===== src/rtl/rec_approx_mult_pipe.sv =====
// Pipelined WIDTH x WIDTH unsigned recursive multiplier built from 2x2 leaves,
// each leaf exact or approximate depending on the per-beat accuracy mode.
module rec_approx_mult_pipe #(
    parameter int WIDTH    = 8,
    parameter int K_APPROX = 2,
    parameter int TAG_W    = 4
) (
    input  logic                 clk,
    input  logic                 rst_n,
    input  logic                 in_valid,
    output logic                 in_ready,
    input  logic [WIDTH-1:0]     a,
    input  logic [WIDTH-1:0]     b,
    input  logic [1:0]           mode,
    input  logic [TAG_W-1:0]     in_tag,
    output logic                 out_valid,
    input  logic                 out_ready,
    output logic [2*WIDTH-1:0]   Y,
    output logic [TAG_W-1:0]     out_tag
);

    localparam int LEVELS = $clog2(WIDTH);
    localparam int D      = WIDTH / 2;
    // Level r holds (D>>r)^2 partial products of (4<<r) bits = WIDTH^2 >> r bits,
    // so all levels pack back to back into one bus; level r starts at OFF(r).
    localparam int TOT    = 2*WIDTH*WIDTH - ((2*WIDTH*WIDTH) >> LEVELS);
    localparam int Y_OFF  = TOT - 2*WIDTH;

    logic [TOT-1:0]    pipe_q;
    logic [TOT-1:0]    pipe_d;
    logic [LEVELS-1:0] valid_q;
    logic [TAG_W-1:0]  tag_q [LEVELS];
    logic              adv;

    assign out_valid = valid_q[LEVELS-1];
    assign adv       = !out_valid || out_ready;
    assign in_ready  = adv;
    assign Y         = pipe_q[Y_OFF +: 2*WIDTH];
    assign out_tag   = tag_q[LEVELS-1];

    genvar gi, gj, gr, bi, bj;
    generate
        for (gi = 0; gi < D; gi++) begin : g_row
            for (gj = 0; gj < D; gj++) begin : g_leaf
                localparam bit LOW = (gi + gj) < K_APPROX;
                logic [1:0] x;
                logic [1:0] y;
                logic       p01;
                logic       p10;
                logic       p11;
                logic       approx;
                logic [3:0] leaf;

                assign x      = a[2*gi +: 2];
                assign y      = b[2*gj +: 2];
                assign p01    = x[0] & y[1];
                assign p10    = x[1] & y[0];
                assign p11    = x[1] & y[1];
                assign approx = (mode == 2'b01) || ((mode == 2'b10) && LOW);
                assign leaf   = approx ? {p01 & p10, (p01 & p10) ^ p11, p01 ^ p10, p01 & p10}
                                       : {2'b00, x} * {2'b00, y};
                assign pipe_d[(gi*D + gj)*4 +: 4] = leaf;
            end
        end

        for (gr = 1; gr < LEVELS; gr++) begin : g_lvl
            localparam int NB   = D >> gr;
            localparam int PW   = 4 << gr;
            localparam int H    = 1 << gr;
            localparam int PPW  = PW / 2;
            localparam int PNB  = 2 * NB;
            localparam int OFF  = 2*WIDTH*WIDTH - ((2*WIDTH*WIDTH) >> gr);
            localparam int POFF = 2*WIDTH*WIDTH - ((2*WIDTH*WIDTH) >> (gr - 1));
            for (bi = 0; bi < NB; bi++) begin : g_row
                for (bj = 0; bj < NB; bj++) begin : g_blk
                    logic [PW-1:0] ll;
                    logic [PW-1:0] hl;
                    logic [PW-1:0] lh;
                    logic [PW-1:0] hh;

                    // hl: high half of a times low half of b
                    assign ll = {{PPW{1'b0}}, pipe_q[POFF + ((2*bi)*PNB + 2*bj)*PPW +: PPW]};
                    assign hl = {{PPW{1'b0}}, pipe_q[POFF + ((2*bi+1)*PNB + 2*bj)*PPW +: PPW]};
                    assign lh = {{PPW{1'b0}}, pipe_q[POFF + ((2*bi)*PNB + 2*bj+1)*PPW +: PPW]};
                    assign hh = {{PPW{1'b0}}, pipe_q[POFF + ((2*bi+1)*PNB + 2*bj+1)*PPW +: PPW]};
                    assign pipe_d[OFF + (bi*NB + bj)*PW +: PW] =
                        ll + (hl << H) + (lh << H) + (hh << (2*H));
                end
            end
        end
    endgenerate

    // Whole pipeline advances together; bubbles are held, never squeezed.
    always_ff @(posedge clk or negedge rst_n) begin
        if (!rst_n) begin
            pipe_q  <= '0;
            valid_q <= '0;
            for (int l = 0; l < LEVELS; l++) begin
                tag_q[l] <= '0;
            end
        end else if (adv) begin
            pipe_q   <= pipe_d;
            valid_q  <= {valid_q[LEVELS-2:0], in_valid};
            tag_q[0] <= in_tag;
            for (int l = 1; l < LEVELS; l++) begin
                tag_q[l] <= tag_q[l-1];
            end
        end
    end

endmodule


===== config.mk =====
export PLATFORM = sky130hd
export DESIGN_NAME = rec_approx_mult_pipe
export DESIGN_NICKNAME = d
export VERILOG_FILES = /design/src/rtl/rec_approx_mult_pipe.sv
export SDC_FILE = /design/constraint.sdc
export NUM_CORES = 1
export LEC_CHECK = 0
export BUFFER_PORTS_ARGS = -buffer_cell sky130_fd_sc_hd__buf_2
export CORE_UTILIZATION = 65
export DETAILED_ROUTE_END_ITERATION = 6
export PLACE_DENSITY = 0.83
export SYNTH_ARGS = -nofsm -noshare
export SYNTH_HDL_FRONTEND = slang
export SYNTH_SLANG_ARGS = --single-unit
export TNS_END_PERCENT = 5

===== constraint.sdc =====
create_clock -name clk -period 4.9 [get_ports clk]
set_clock_uncertainty 0.1 [all_clocks]
set_input_delay 0.98 -clock clk [delete_from_list [all_inputs] [get_ports clk]]
set_output_delay 0.98 -clock clk [all_outputs]
set_load 0.02 [all_outputs]

==> summary by stage, run 1 <==
Outcome
The run finished, with violations left. The final reports fail on DRC.

Layout
Cells with a size suffix above 1 make up 11.0% of the layout. Fill cells in the final layout number 792. The non-filler instance count after layout is 1000. The relative area change from synthesis to final layout is 9.23%. The number of antenna diodes in the final layout is 0. The final net count is 972.

Critical path
The origin of the worst setup path is pipe_q[68]$_DFFE_PN0P_. Together, buffers and inverters on the worst path number 1. In this run the worst path has a maximum fanout of 5. The worst setup path is captured at a register.

The highest cell delay on the worst timing path is 0.44 ns. The worst setup path endpoint is pipe_q[111]$_DFFE_PN0P_. Counting buffers and inverters, the worst setup path is 15 cells deep. The start of the worst register-to-register path is pipe_q[68]$_DFFE_PN0P_. The slowest stage of the critical path belongs to the cell sky130_fd_sc_hd__fa_1.

The category of the most critical setup path is reg2reg. In this design, the largest share of critical-path delay is due to adder cells. STA classifies the critical path startpoint as a register. For the worst setup path, the data required time is 5.09 ns.

The slack of the worst reg-to-reg path is 1.34 ns. The number of cells on the worst reg-to-reg path is 15. Walking the worst path, the cells encountered are ha_1, inv_1, fa_1, nor2b_1, o21ai_0, nand2b_1, nand3_1, xnor2_1, fa_1, ha_1, a21oi_1, o22ai_1, a21oi_1, xor2_1, o21ai_1. Data on the critical path arrives at its endpoint at 3.75 ns.

The endpoint of the most critical register-to-register path is pipe_q[111]$_DFFE_PN0P_.

STA
The final period utilization is 72.7%. Based on the critical path, the design can be clocked at up to 281 MHz. Setup repair after global routing left no endpoint under its margin. The transition time of the tightest slew-check pin is 0.729 ns. The worst-case headroom to the max-slew limit is 51.4%. The number of max-slew violations in the final report is 0.

For the final routed database, the setup TNS stands at 0 ns. The final number of setup-violating endpoints is 0. The smallest clock period supported by the final layout is computed as 3.56 ns. The hold violation total from the final report is 0.

Detailed routing
Across all layers, the routed design uses 5730 vias. The final wirelength is 16400 um. After detailed routing, the average wire length per cell comes to 16.4 um. For this run, design rule violations remaining after detail routing come to 10. The first TritonRoute pass finished after 7 iterations. In this run the remaining antenna-violating nets after routing total 0. Using the TritonRoute via totals, the vias-per-cell ratio works out to 5.73. The number of DRC violations after detailed-routing iteration 0 is 426.

GRT
Summed over all layers, the global routing overflow is 0. The initial antenna violation count is 0. The via count of the first global-routing pass is 5877. The first global-routing pass estimated 27500 um of wire. The maximum number of pins on one net before global-route repair is 77. For this run, the total global-route usage over all layers was measured as 28.5%.

Floorplanning
The area of the die is 12300 um^2. The floorplan step set the die height to 111 um. The I/O pin count is 48. Once the floorplan was initialized, standard cells occupied 67.2% of the core. The core footprint is 11500 um^2. The x dimension of the die is 111 um. The site row count is 39.

Clocking
The total of cells resized after clock tree synthesis is 0. Clock tree synthesis found a total of 127 sinks. TritonCTS built the clock tree. The number of buffers added by the clock tree synthesis step is 17. The hold buffer count at CTS is 0. The cell sitting at the root of the clock tree is a sky130_fd_sc_hd__clkbuf_16. The later-pin clock latency in the skew report is 0.43 ns. The clock edge transition at the registers on the reported setup and hold paths is 0.06 ns. The maximum buffer depth of the clock tree is 2. The number of buffers inserted by post-CTS setup repair is 0. CTS built an H-tree with a depth of 4.

Placed design
Routability-driven placement finished with a final weighted congestion of 0.883. The HPWL after detailed placement is 10800 um. During placement, the flow inserted port buffers numbering 47.

Counting tap cells, the placed design contains a total of 969 instances.

Logic synthesis
The primary flip-flop cell chosen by synthesis mapping is sky130_fd_sc_hd__dfrtp_1. In this run, synthesis inferred 0 flip-flops with an integrated enable. The number of distinct standard cells referenced by the synthesized netlist is 44.

By count the netlist is led by 219 x sky130_fd_sc_hd__nand2_1, 127 x sky130_fd_sc_hd__dfrtp_1, 77 x sky130_fd_sc_hd__ha_1, 48 x sky130_fd_sc_hd__and2_1, 45 x sky130_fd_sc_hd__inv_1. The mean instance size in the synthesized netlist is 9.36 um^2. The biggest area consumer among synthesized cells is sky130_fd_sc_hd__dfrtp_1. The count of yosys warnings during synthesis is 0. In the synthesized netlist the async set-or-reset flop fraction comes to 100%. The most common cell in the synthesized netlist is sky130_fd_sc_hd__nand2_1. The cell count after synthesis is 827. The synthesized design contains 127 register bits. The area share of the leading cell type in the synthesized netlist is 41.1%.

The post-synthesis instance area is 7740 um^2. Sorting the synthesized cells by area gives the leading types as sky130_fd_sc_hd__dfrtp_1 41%, sky130_fd_sc_hd__ha_1 12%, sky130_fd_sc_hd__nand2_1 11%. The fraction of the yosys area taken by sequential cells is 41.1%. Synthesis produced a netlist with a net count of 954.

Pwr
The maximum ir drop on the vdd rail is 333 uV. In this run the static leakage power is 4.41 nW. The power density of the placed cells is 624 nW/um^2.

Min path
The worst hold path belongs to the class reg2reg.

Run
The max-capacitance violation count is 0.
[logic make-up after synthesis]
kind of cell	synth area share [%]
flip-flops	41.1
AO/OA/AOI/OAI	9.28
XOR/XNOR	3.39
buffers and inverters	6.64
AND/OR/NAND/NOR	19.0
adder cells (fa/ha/maj)	18.7
multiplexers	1.94
[per-layer routing]
layer | share of wire (%) | wire length, um | GRT usage [%] | up-vias
met5 | 0 | 0 | 0 | -
li1 | - | - | - | 2721
met3 | 5.2 | 851 | 5.58 | 48
met4 | 3.0 | 496 | 13.0 | 0
met1 | 43 | 6990 | 36.2 | 2772
met2 | 49 | 8050 | 47.4 | 189
[stage by stage]
step	setup WS [ns]	util (%)	hold slack, ns	power (W)	area [um^2]
3_3_place_gp	1.58	68.4	0.344	0.00386	7880
3_5_place_dp	1.39	68.4	0.352	0.00401	7880
5_1_grt	1.13	73.4	0.387	0.00568	8450
2_1_floorplan	1.71	-	0.330	0.00356	7740
4_1_cts	1.35	73.4	0.365	0.00529	8450
6_report	1.34	73.4	0.360	0.00528	8450
[layout make-up]
cell class / instances / area [um^2] / area share (%)
clock inverter: 9 / 111 / 1.32
clock buffer: 22 / 464 / 5.49
timing repair buffer: 53 / 295 / 3.49
multi-input combinational: 600 / 4050 / 47.9
tap: 143 / 179 / 2.12
sequential: 127 / 3180 / 37.6
inverter: 46 / 174 / 2.06
[where the power goes]
part,total [W],internal (W),switching [W]
Combinational,0.00245,0.000984,0.00147
Clock,0.00123,0.000771,0.000459
Sequential,0.00160,0.00139,0.000213
[how the worst min path moves through the flow]
stage	cells past startpoint	to	start	slack, ns
3_3_place_gp	2	out_tag[3]$_DFFE_PN0P_	out_tag[3]$_DFFE_PN0P_	0.34
3_5_place_dp	2	out_tag[0]$_DFFE_PN0P_	out_tag[0]$_DFFE_PN0P_	0.35
5_1_grt	2	out_tag[0]$_DFFE_PN0P_	out_tag[0]$_DFFE_PN0P_	0.39
4_1_cts	2	out_tag[0]$_DFFE_PN0P_	out_tag[0]$_DFFE_PN0P_	0.36
2_1_floorplan	2	valid_q[1]$_DFFE_PN0P_	valid_q[1]$_DFFE_PN0P_	0.33
6_report	2	out_tag[0]$_DFFE_PN0P_	out_tag[0]$_DFFE_PN0P_	0.36
[worst register-to-register path: stages (launching register included)]
cell                       delay, ns
sky130_fd_sc_hd__dfrtp_1        0.36
sky130_fd_sc_hd__ha_1           0.19
sky130_fd_sc_hd__inv_1          0.06
sky130_fd_sc_hd__fa_1           0.39
sky130_fd_sc_hd__nor2b_1        0.13
sky130_fd_sc_hd__o21ai_0        0.09
sky130_fd_sc_hd__nand2b_1       0.14
sky130_fd_sc_hd__nand3_1        0.12
sky130_fd_sc_hd__xnor2_1        0.21
sky130_fd_sc_hd__fa_1           0.45
sky130_fd_sc_hd__ha_1           0.38
sky130_fd_sc_hd__a21oi_1        0.25
sky130_fd_sc_hd__o22ai_1        0.10
sky130_fd_sc_hd__a21oi_1        0.22
sky130_fd_sc_hd__xor2_1         0.17
sky130_fd_sc_hd__o21ai_1        0.07
[placed cells by master (no fill, tap or decap), types with 15 or more instances in the layout]
cell	n
sky130_fd_sc_hd__a21oi_1	37
sky130_fd_sc_hd__and2_1	48
sky130_fd_sc_hd__buf_2	46
sky130_fd_sc_hd__clkbuf_16	17
sky130_fd_sc_hd__dfrtp_1	127
sky130_fd_sc_hd__fa_1	24
sky130_fd_sc_hd__ha_1	77
sky130_fd_sc_hd__inv_1	45
sky130_fd_sc_hd__mux2i_1	15
sky130_fd_sc_hd__nand2_1	219
sky130_fd_sc_hd__nor2_1	35
sky130_fd_sc_hd__o21ai_0	36
sky130_fd_sc_hd__xnor2_1	17
[state kept, by name, summed over array words and instances (netlist names)]
register  count
tag_q         8
valid_q       3
out_tag       4
pipe_q      112
No activity file was read; power rests on OpenSTA's default activity.
==> run 2, diff against run 1 <==
--- a/config.mk
+++ b/config.mk
@@ -6,9 +6,9 @@
 export NUM_CORES = 1
 export LEC_CHECK = 0
 export BUFFER_PORTS_ARGS = -buffer_cell sky130_fd_sc_hd__buf_2
-export CORE_UTILIZATION = 65
+export CORE_UTILIZATION = 56
 export DETAILED_ROUTE_END_ITERATION = 6
-export PLACE_DENSITY = 0.83
+export PLACE_DENSITY = 0.75
 export SYNTH_ARGS = -nofsm -noshare
 export SYNTH_HDL_FRONTEND = slang
 export SYNTH_SLANG_ARGS = --single-unit
==> constraint.sdc (replaced) <==
create_clock -name clk -period 3.1 [get_ports clk]
set_clock_uncertainty 0.1 [all_clocks]
set_input_delay 0.62 -clock clk [delete_from_list [all_inputs] [get_ports clk]]
set_output_delay 0.62 -clock clk [all_outputs]
set_load 0.02 [all_outputs]
==> run 2 against run 1 <==
Effect of this change: sequential cell count stayed put; non-clock buffer count is 18 higher; critical path type unchanged; sequential share of layout area is 1.7 points lower; global-route usage is 4.0 points lower; the flow finishes with violations (setup timing); sequential power is 57% higher.
==> summary by stage, run 2 (synthesized netlist as in run 1, its figures left out) <==
Critical path
The logic depth of the worst register-to-register path was 16 (+1). The buffer and inverter count on the worst path is 3 (+2). The depth of the critical timing path with buffers and inverters included is 16 (+1). The data required time at the worst endpoint is 3.33 ns (-1.76 ns). The worst setup path is launched from a register. Among all stages on the critical path, the largest delay is contributed by sky130_fd_sc_hd__fa_1.

The largest driver fanout on the critical path came to 4 (-1). The endpoint of the most critical register-to-register path is pipe_q[109]$_DFFE_PN0P_. The category of the most critical setup path is reg2reg. The cell class contributing the biggest share of worst-path delay is adder cells. The worst path arrival time came to 3.42 ns (-0.33 ns). The worst register-to-register path begins at pipe_q[68]$_DFFE_PN0P_. Walking the worst path, the cells encountered are ha_2, inv_2, fa_2, nor2b_1, o21ai_1, nand2b_1, buf_4, xnor2_1, fa_1, inv_2, ha_4, nor2_4, a211oi_4, nor2b_4, mux2i_1, nor3_1.

The worst setup path is captured at a register. The slack of the worst reg-to-reg path is -0.09 ns (-1.42 ns). The highest cell delay on the worst timing path is 0.51 ns (+0.07 ns). The cell seen most often among critical-path stages is sky130_fd_sc_hd__inv_2.

Layout
Relative to the synthesized area, the layout overhead comes to 14.3%. The library cells used most frequently in the layout, excluding fill and tap cells, are 218 x sky130_fd_sc_hd__nand2_1, 127 x sky130_fd_sc_hd__dfrtp_1, 71 x sky130_fd_sc_hd__ha_1. The ratio of cells with drive above 1 in the final layout is 16.1% (+5.1 points). Leaving out fill and tap cells, the most frequent cell in the layout is sky130_fd_sc_hd__nand2_1. The flip-flop count of the largest register after layout is 112 (unchanged). The final net count came to 990 (+1.9%).

The register with the most flip-flops is pipe_q. The area of all placed cells without fillers is 8850 um^2 (+4.7%). The non-filler instance count after layout was 1053 (+5.3%).

Min path
The type of the most critical hold path is in2async.

GRT
The initial antenna violation count is 0 (unchanged). The global-route wire length before repair is 27200 um (-1.2%). The total routing resource utilization after global routing is 24.5% (-4.0 points). The maximum number of pins on one net before global-route repair was 138 (+79%). The via count of the first global-routing pass is 5617 (-4.4%).

The overall overflow remaining after global route is 0 (unchanged).

Pwr
The maximum ir drop on the vdd rail is 732 uV (+120%). The sequential share of power was 26.3% (-4.0 points). The internal power contribution is 0.00576 W (+83%). The power density of the placed cells is 1080 nW/um^2 (+73%). The static power due to leakage was 4.57 nW (+3.5%). The fraction of power spent switching nets was 39.9% (-0.61 points).

The share of power burned in the clock network is 21.0% (-2.3 points). The combinational share of power was 52.7% (+6.3 points). The switching power of the nets was 0.00382 W (+79%). The total power consumption of the routed design is 0.00958 W (+82%).

Detailed routing
The count of antenna-violating nets left after detailed routing is 0 (unchanged). The number of DRC violations after detailed-routing iteration 0 is 384 (-9.9%). The post-detailed-route via-to-cell ratio is 5.32 (-7.1%). The per-cell routed wire length is 15.4 um (-5.9%).

The number of iterations in the first detailed-routing pass came to 6 (-1). The via count is 5606 (-2.2%). The post-route DRC violation count is 0 (-10). The final wirelength was 16200 um (-0.96%).

Placed design
The HPWL after detailed placement came to 10800 um (-0.21%). The cell area after placement came to 8060 um^2 (+2.3%). The number of buffers inserted by port buffering is 47 (unchanged). The total placed cells including tap cells is 1015 (+4.7%). The final weighted congestion in routability-driven placement came to 0.837 (-5.3%).

Clocking
The deepest level of the CTS H-tree is 4 (unchanged). TritonCTS built the clock tree. The later-pin clock latency in the skew report is 0.42 ns (about the same). The number of sinks handled by clock tree synthesis was 127 (unchanged). The number of buffers added by the clock tree synthesis step is 17 (unchanged).

The clock edge transition at the registers on the reported setup and hold paths is 0.06 ns (about the same). The root buffer selected by CTS is sky130_fd_sc_hd__clkbuf_16. The maximum buffer depth of the clock tree was 2 (unchanged).

The hold buffer count at CTS is 0 (unchanged).

Outcome
The run finished, with violations left. The final reports fail on setup timing.

STA
The final worst slack is -0.0870 ns (-1.42 ns). The post-layout minimum cycle time is 3.19 ns (-0.376 ns). The hold violation total from the final report was 0 (unchanged).

The transition time of the tightest slew-check pin is 0.666 ns (-0.0635 ns). The worst-case headroom to the max-slew limit was 55.6% (+4.2 points). The final period utilization is 103% (+30 points). Setup repair after global routing could not meet its margin everywhere. The worst hold slack after final layout came to 0.209 ns (-0.151 ns). The highest clock frequency the design can meet is 314 MHz (+12%). The number of max-slew violations in the final report is 0 (unchanged). The final number of setup-violating endpoints was 5 (+5).

Floorplanning
The I/O pin count came to 48 (unchanged). The core footprint is 13300 um^2 (+16%). The site row count is 42 (+7.7%). The x dimension of the die is 120 um (+7.6%). The effective utilization at floorplan came to 58.0% (-9.2 points). The area of the die is 14300 um^2 (+16%).

The die extent in y is 120 um (+7.6%).

Run
The max-capacitance violation count was 0 (unchanged).
run 2: routing by layer:
metal / part of all wire, % / GRT usage [%]
met5: 0 / 0
met4: 2.1 / 10.9
met3: 4.4 / 4.56
met2: 46 / 37.7
met1: 47 / 33.9
run 2: stage by stage:
stage	setup WS, ns	TNS (ns)	utilization [%]
floorplan	0.00716	0	-
global placement	-0.0952	-0.274	60.4
detailed placement	-0.215	-0.908	60.4
CTS	-0.0890	-0.326	65.8
global route	-0.247	-1.31	66.3
finish	-0.0870	-0.252	66.3
run 2: area by class of cell:
class	count	area, um^2
Clock inverter	12	135
Multi-Input combinational cell	600	4220
Inverter	46	174
Timing Repair Buffer	71	455
Sequential cell	127	3180
Antenna cell	1	2.50
Fill cell	1073	4500
Tap cell	176	220
Clock buffer	20	467
run 2: power by group through the flow:
stage                     sequential [W]  combinational [W]  clock, W
after floorplan                  0.00246            0.00325         0
after global placement           0.00251            0.00405         0
after detailed placement         0.00254            0.00423         0
after CTS                        0.00252            0.00481   0.00203
after global routing             0.00259            0.00559   0.00210
final                            0.00252            0.00505   0.00201
run 2: how the worst max path moves through the flow:
stage                                 from                 endpoint  slack, ns
floorplan           pipe_q[68]$_DFFE_PN0P_  pipe_q[109]$_DFFE_PN0P_      0.007
global placement    pipe_q[68]$_DFFE_PN0P_  pipe_q[111]$_DFFE_PN0P_       -0.1
detailed placement  pipe_q[68]$_DFFE_PN0P_  pipe_q[109]$_DFFE_PN0P_      -0.21
CTS                 pipe_q[81]$_DFFE_PN0P_  pipe_q[110]$_DFFE_PN0P_      -0.09
global route        pipe_q[68]$_DFFE_PN0P_  pipe_q[109]$_DFFE_PN0P_      -0.25
finish              pipe_q[68]$_DFFE_PN0P_  pipe_q[109]$_DFFE_PN0P_      -0.09
run 2: what timing repair did:
item,CTS,global route
pin swaps,18,13
setup buffers,3,2
resized for setup,18,11
endpoints found under the setup margin,7,10
==> run 3, diff against run 2 <==
--- a/config.mk
+++ b/config.mk
@@ -8,7 +8,9 @@
 export BUFFER_PORTS_ARGS = -buffer_cell sky130_fd_sc_hd__buf_2
 export CORE_UTILIZATION = 56
 export DETAILED_ROUTE_END_ITERATION = 6
-export PLACE_DENSITY = 0.75
+export PLACE_DENSITY = 0.84
+export SETUP_SLACK_MARGIN = 0.05
+export SKIP_CTS_REPAIR_TIMING = 1
 export SYNTH_ARGS = -nofsm -noshare
 export SYNTH_HDL_FRONTEND = slang
 export SYNTH_SLANG_ARGS = --single-unit
==> run 3 against run 2 <==
Effect of this change: sequential power about the same; clock-buffer cell count fell by 3; first-iteration DRC count up 18%; maximum frequency down 1.7%; global-route usage shrank 0.82 points; sequential cell count is the same; the run still ends with setup timing left; hold slack got worse by 0.15 ns; power decreased by 1.3%.
==> summary by stage, run 3 (synthesized netlist as in run 1, its figures left out) <==
Placed design
The total placed cells including tap cells is 1015 (unchanged). The number of buffers inserted by port buffering is 47 (unchanged). The post-placement setup slack is -0.197 ns (+0.0177 ns). The HPWL after detailed placement was 10500 um (-1.9%). The cell area after placement is 8090 um^2 (+0.31%). The final weighted congestion in routability-driven placement was 0.833 (-0.48%).

Clocking
The maximum buffer depth of the clock tree is 2 (unchanged). The root buffer selected by CTS is sky130_fd_sc_hd__clkbuf_16. TritonCTS built the clock tree. The number of buffers added by the clock tree synthesis step is 17 (unchanged). The clock edge transition at the registers on the reported setup and hold paths was 0.06 ns (about the same). The later-pin clock latency in the skew report is 0.42 ns (about the same).

The deepest level of the CTS H-tree was 4 (unchanged). The number of sinks handled by clock tree synthesis is 127 (unchanged).

Critical path
The buffer and inverter count on the worst path is 1 (-2). Among all stages on the critical path, the largest delay is contributed by sky130_fd_sc_hd__a2111oi_1. The slack of the worst reg-to-reg path is -0.14 ns (-0.06 ns).

The logic depth of the worst register-to-register path is 11 (-5). The cell class contributing the biggest share of worst-path delay is compound AO/OA/AOI/OAI gates. The highest cell delay on the worst timing path is 0.57 ns (+0.06 ns). Traced cell by cell, the critical path runs through ha_1, a21o_1, a21oi_2, nor2b_2, o2111ai_2, xnor2_1, fa_1, ha_4, buf_4, a2111oi_1, nor3_2.

The worst path arrival time is 3.42 ns (about the same). The kind of end point of the critical path is a register. The worst setup path is launched from a register. The largest driver fanout on the critical path is 5 (+1).

The worst setup path is of the reg2reg kind. The depth of the critical timing path with buffers and inverters included came to 11 (-5). The data required time at the worst endpoint is 3.28 ns (-0.05 ns).

GRT
The total routing resource utilization after global routing is 23.7% (-0.82 points). The maximum number of pins on one net before global-route repair is 138 (unchanged). The overall overflow remaining after global route is 0 (unchanged). The initial antenna violation count was 0 (unchanged). The global-route wire length before repair is 26400 um (-3.0%). The via count of the first global-routing pass is 5386 (-4.1%).

Layout
The area used by multi-input combinational logic is 4240 um^2 (+0.62%). The register with the most flip-flops is pipe_q. The area taken by flip-flops and latches is 3180 um^2 (unchanged). The flip-flop count of the largest register after layout came to 112 (unchanged). The area of all placed cells without fillers came to 8860 um^2 (+0.11%).

In the layout the commonest cells are 218 x sky130_fd_sc_hd__nand2_1, 127 x sky130_fd_sc_hd__dfrtp_1, 71 x sky130_fd_sc_hd__ha_1. The final net count is 987 (-0.30%). The antenna diode instance count is 0 (-1).

The non-filler instance count after layout came to 1049 (-0.38%). The number of fillers in the final layout is 1047 (-2.4%). The leading cell type in the layout, fill and taps excluded is sky130_fd_sc_hd__nand2_1. The relative area change from synthesis to final layout is 14.5%. The ratio of cells with drive above 1 in the final layout is 16.6% (+0.51 points).

STA
The final number of setup-violating endpoints is 5 (unchanged). The number of max-slew violations in the final report is 0 (unchanged). The hold violation total from the final report came to 0 (unchanged). The summed negative setup slack over all endpoints is -0.260 ns (-0.00801 ns). Setup repair after global routing could not meet its margin everywhere. The worst-case headroom to the max-slew limit is 62.4% (+6.8 points). The final period utilization is 105% (+1.8 points). The transition time of the tightest slew-check pin is 0.564 ns (-0.102 ns). The final worst slack is -0.143 ns (-0.0560 ns).

The highest clock frequency the design can meet came to 308 MHz (-1.7%). The post-layout minimum cycle time is 3.24 ns (+0.0560 ns).

Detailed routing
The per-cell routed wire length is 15.3 um (-0.70%). The post-route DRC violation count came to 0 (unchanged). The final wirelength is 16100 um (-1.1%). The number of DRC violations after detailed-routing iteration 0 is 455 (+18%). The number of iterations in the first detailed-routing pass is 5 (-1). The via count was 5629 (+0.41%).

The count of antenna-violating nets left after detailed routing is 0 (unchanged). The post-detailed-route via-to-cell ratio came to 5.37 (+0.79%).

Floorplanning
The area of the die is 14300 um^2 (unchanged). The x dimension of the die came to 120 um (unchanged). The core footprint is 13300 um^2 (unchanged).

The die extent in y was 120 um (unchanged). The I/O pin count was 48 (unchanged). The effective utilization at floorplan is 58.0% (unchanged). The site row count is 42 (unchanged).

Pwr
The combinational share of power came to 51.4% (-1.3 points). The fraction of power spent switching nets is 40.0% (+0.12 points). The maximum ir drop on the vdd rail is 670 uV (-8.5%). The power density of the placed cells came to 1070 nW/um^2 (-1.4%). The share of power burned in the clock network came to 21.8% (+0.8 points).

The sequential share of power is 26.8% (+0.5 points). The static power due to leakage is 4.54 nW (-0.67%). The switching power of the nets is 0.00378 W (-0.96%). The internal power contribution is 0.00568 W (-1.5%).

Outcome
The flow ran to the end, but the final reports show violations. The checks that failed: setup timing.

Run
The max-capacitance violation count came to 0 (unchanged).

Min path
The type of the most critical hold path is in2async.
run 3: cell types whose count changed in the layout (fill, tap and decap cells not counted), moves of 3 or more:
cell                       previous run  this run
sky130_fd_sc_hd__buf_4               22        19
sky130_fd_sc_hd__inv_6                1         4
sky130_fd_sc_hd__fa_1                21        18
sky130_fd_sc_hd__clkbuf_8             3         0
sky130_fd_sc_hd__fa_2                 3         6
run 3: metal layers:
metal	up-vias	GRT usage [%]	share of wire, %	wire length (um)
met5	-	0	0	0
met4	0	9.22	1.7	270
met3	17	4.42	4.7	755
met2	144	36.3	48	7630
met1	2712	33.5	46	7400
li1	2756	-	-	-
run 3: worst register-to-register path, stage by stage (launching register included):
cell	delay (ns)
sky130_fd_sc_hd__dfrtp_1	0.38
sky130_fd_sc_hd__ha_1	0.29
sky130_fd_sc_hd__a21o_1	0.19
sky130_fd_sc_hd__a21oi_2	0.15
sky130_fd_sc_hd__nor2b_2	0.08
sky130_fd_sc_hd__o2111ai_2	0.20
sky130_fd_sc_hd__xnor2_1	0.16
sky130_fd_sc_hd__fa_1	0.48
sky130_fd_sc_hd__ha_4	0.26
sky130_fd_sc_hd__buf_4	0.15
sky130_fd_sc_hd__a2111oi_1	0.57
sky130_fd_sc_hd__nor3_2	0.11
run 3: final cells by class:
type                            count  area share, %
Multi-Input combinational cell    600           47.9
Timing Repair Buffer               68           4.89
Inverter                           46           1.96
Clock inverter                     15           2.09
Tap cell                          176           2.49
Sequential cell                   127           35.9
Clock buffer                       17           4.80
run 3: metrics by stage:
step                      hold WS [ns]  power, W  utilization [%]
after global placement           0.345   0.00665             60.6
final                           0.0551   0.00946             66.4
after detailed placement         0.355   0.00680             60.6
after floorplan                  0.224   0.00583                -
after CTS                       0.0739   0.00893             65.2
after global routing            0.0974    0.0101             66.4
run 3: power groups by stage:
stage | registers (W) | logic [W] | clock network (W)
after global placement | 0.00252 | 0.00413 | 0
after global routing | 0.00259 | 0.00539 | 0.00216
after CTS | 0.00252 | 0.00432 | 0.00209
final | 0.00254 | 0.00486 | 0.00206
after detailed placement | 0.00255 | 0.00426 | 0
after floorplan | 0.00245 | 0.00337 | 0
run 3: worst paths after layout:
check	from	end
min in group clk	in_tag[0]	tag_q[8]$_DFFE_PN0P_
max in group asynchronous	rst_n	pipe_q[61]$_DFFE_PN0P_
worst min-delay path	rst_n	tag_q[8]$_DFFE_PN0P_
worst max-delay path	pipe_q[69]$_DFFE_PN0P_	pipe_q[109]$_DFFE_PN0P_
worst max register to register	pipe_q[69]$_DFFE_PN0P_	pipe_q[109]$_DFFE_PN0P_
worst min register to register	pipe_q[101]$_DFFE_PN0P_	pipe_q[101]$_DFFE_PN0P_
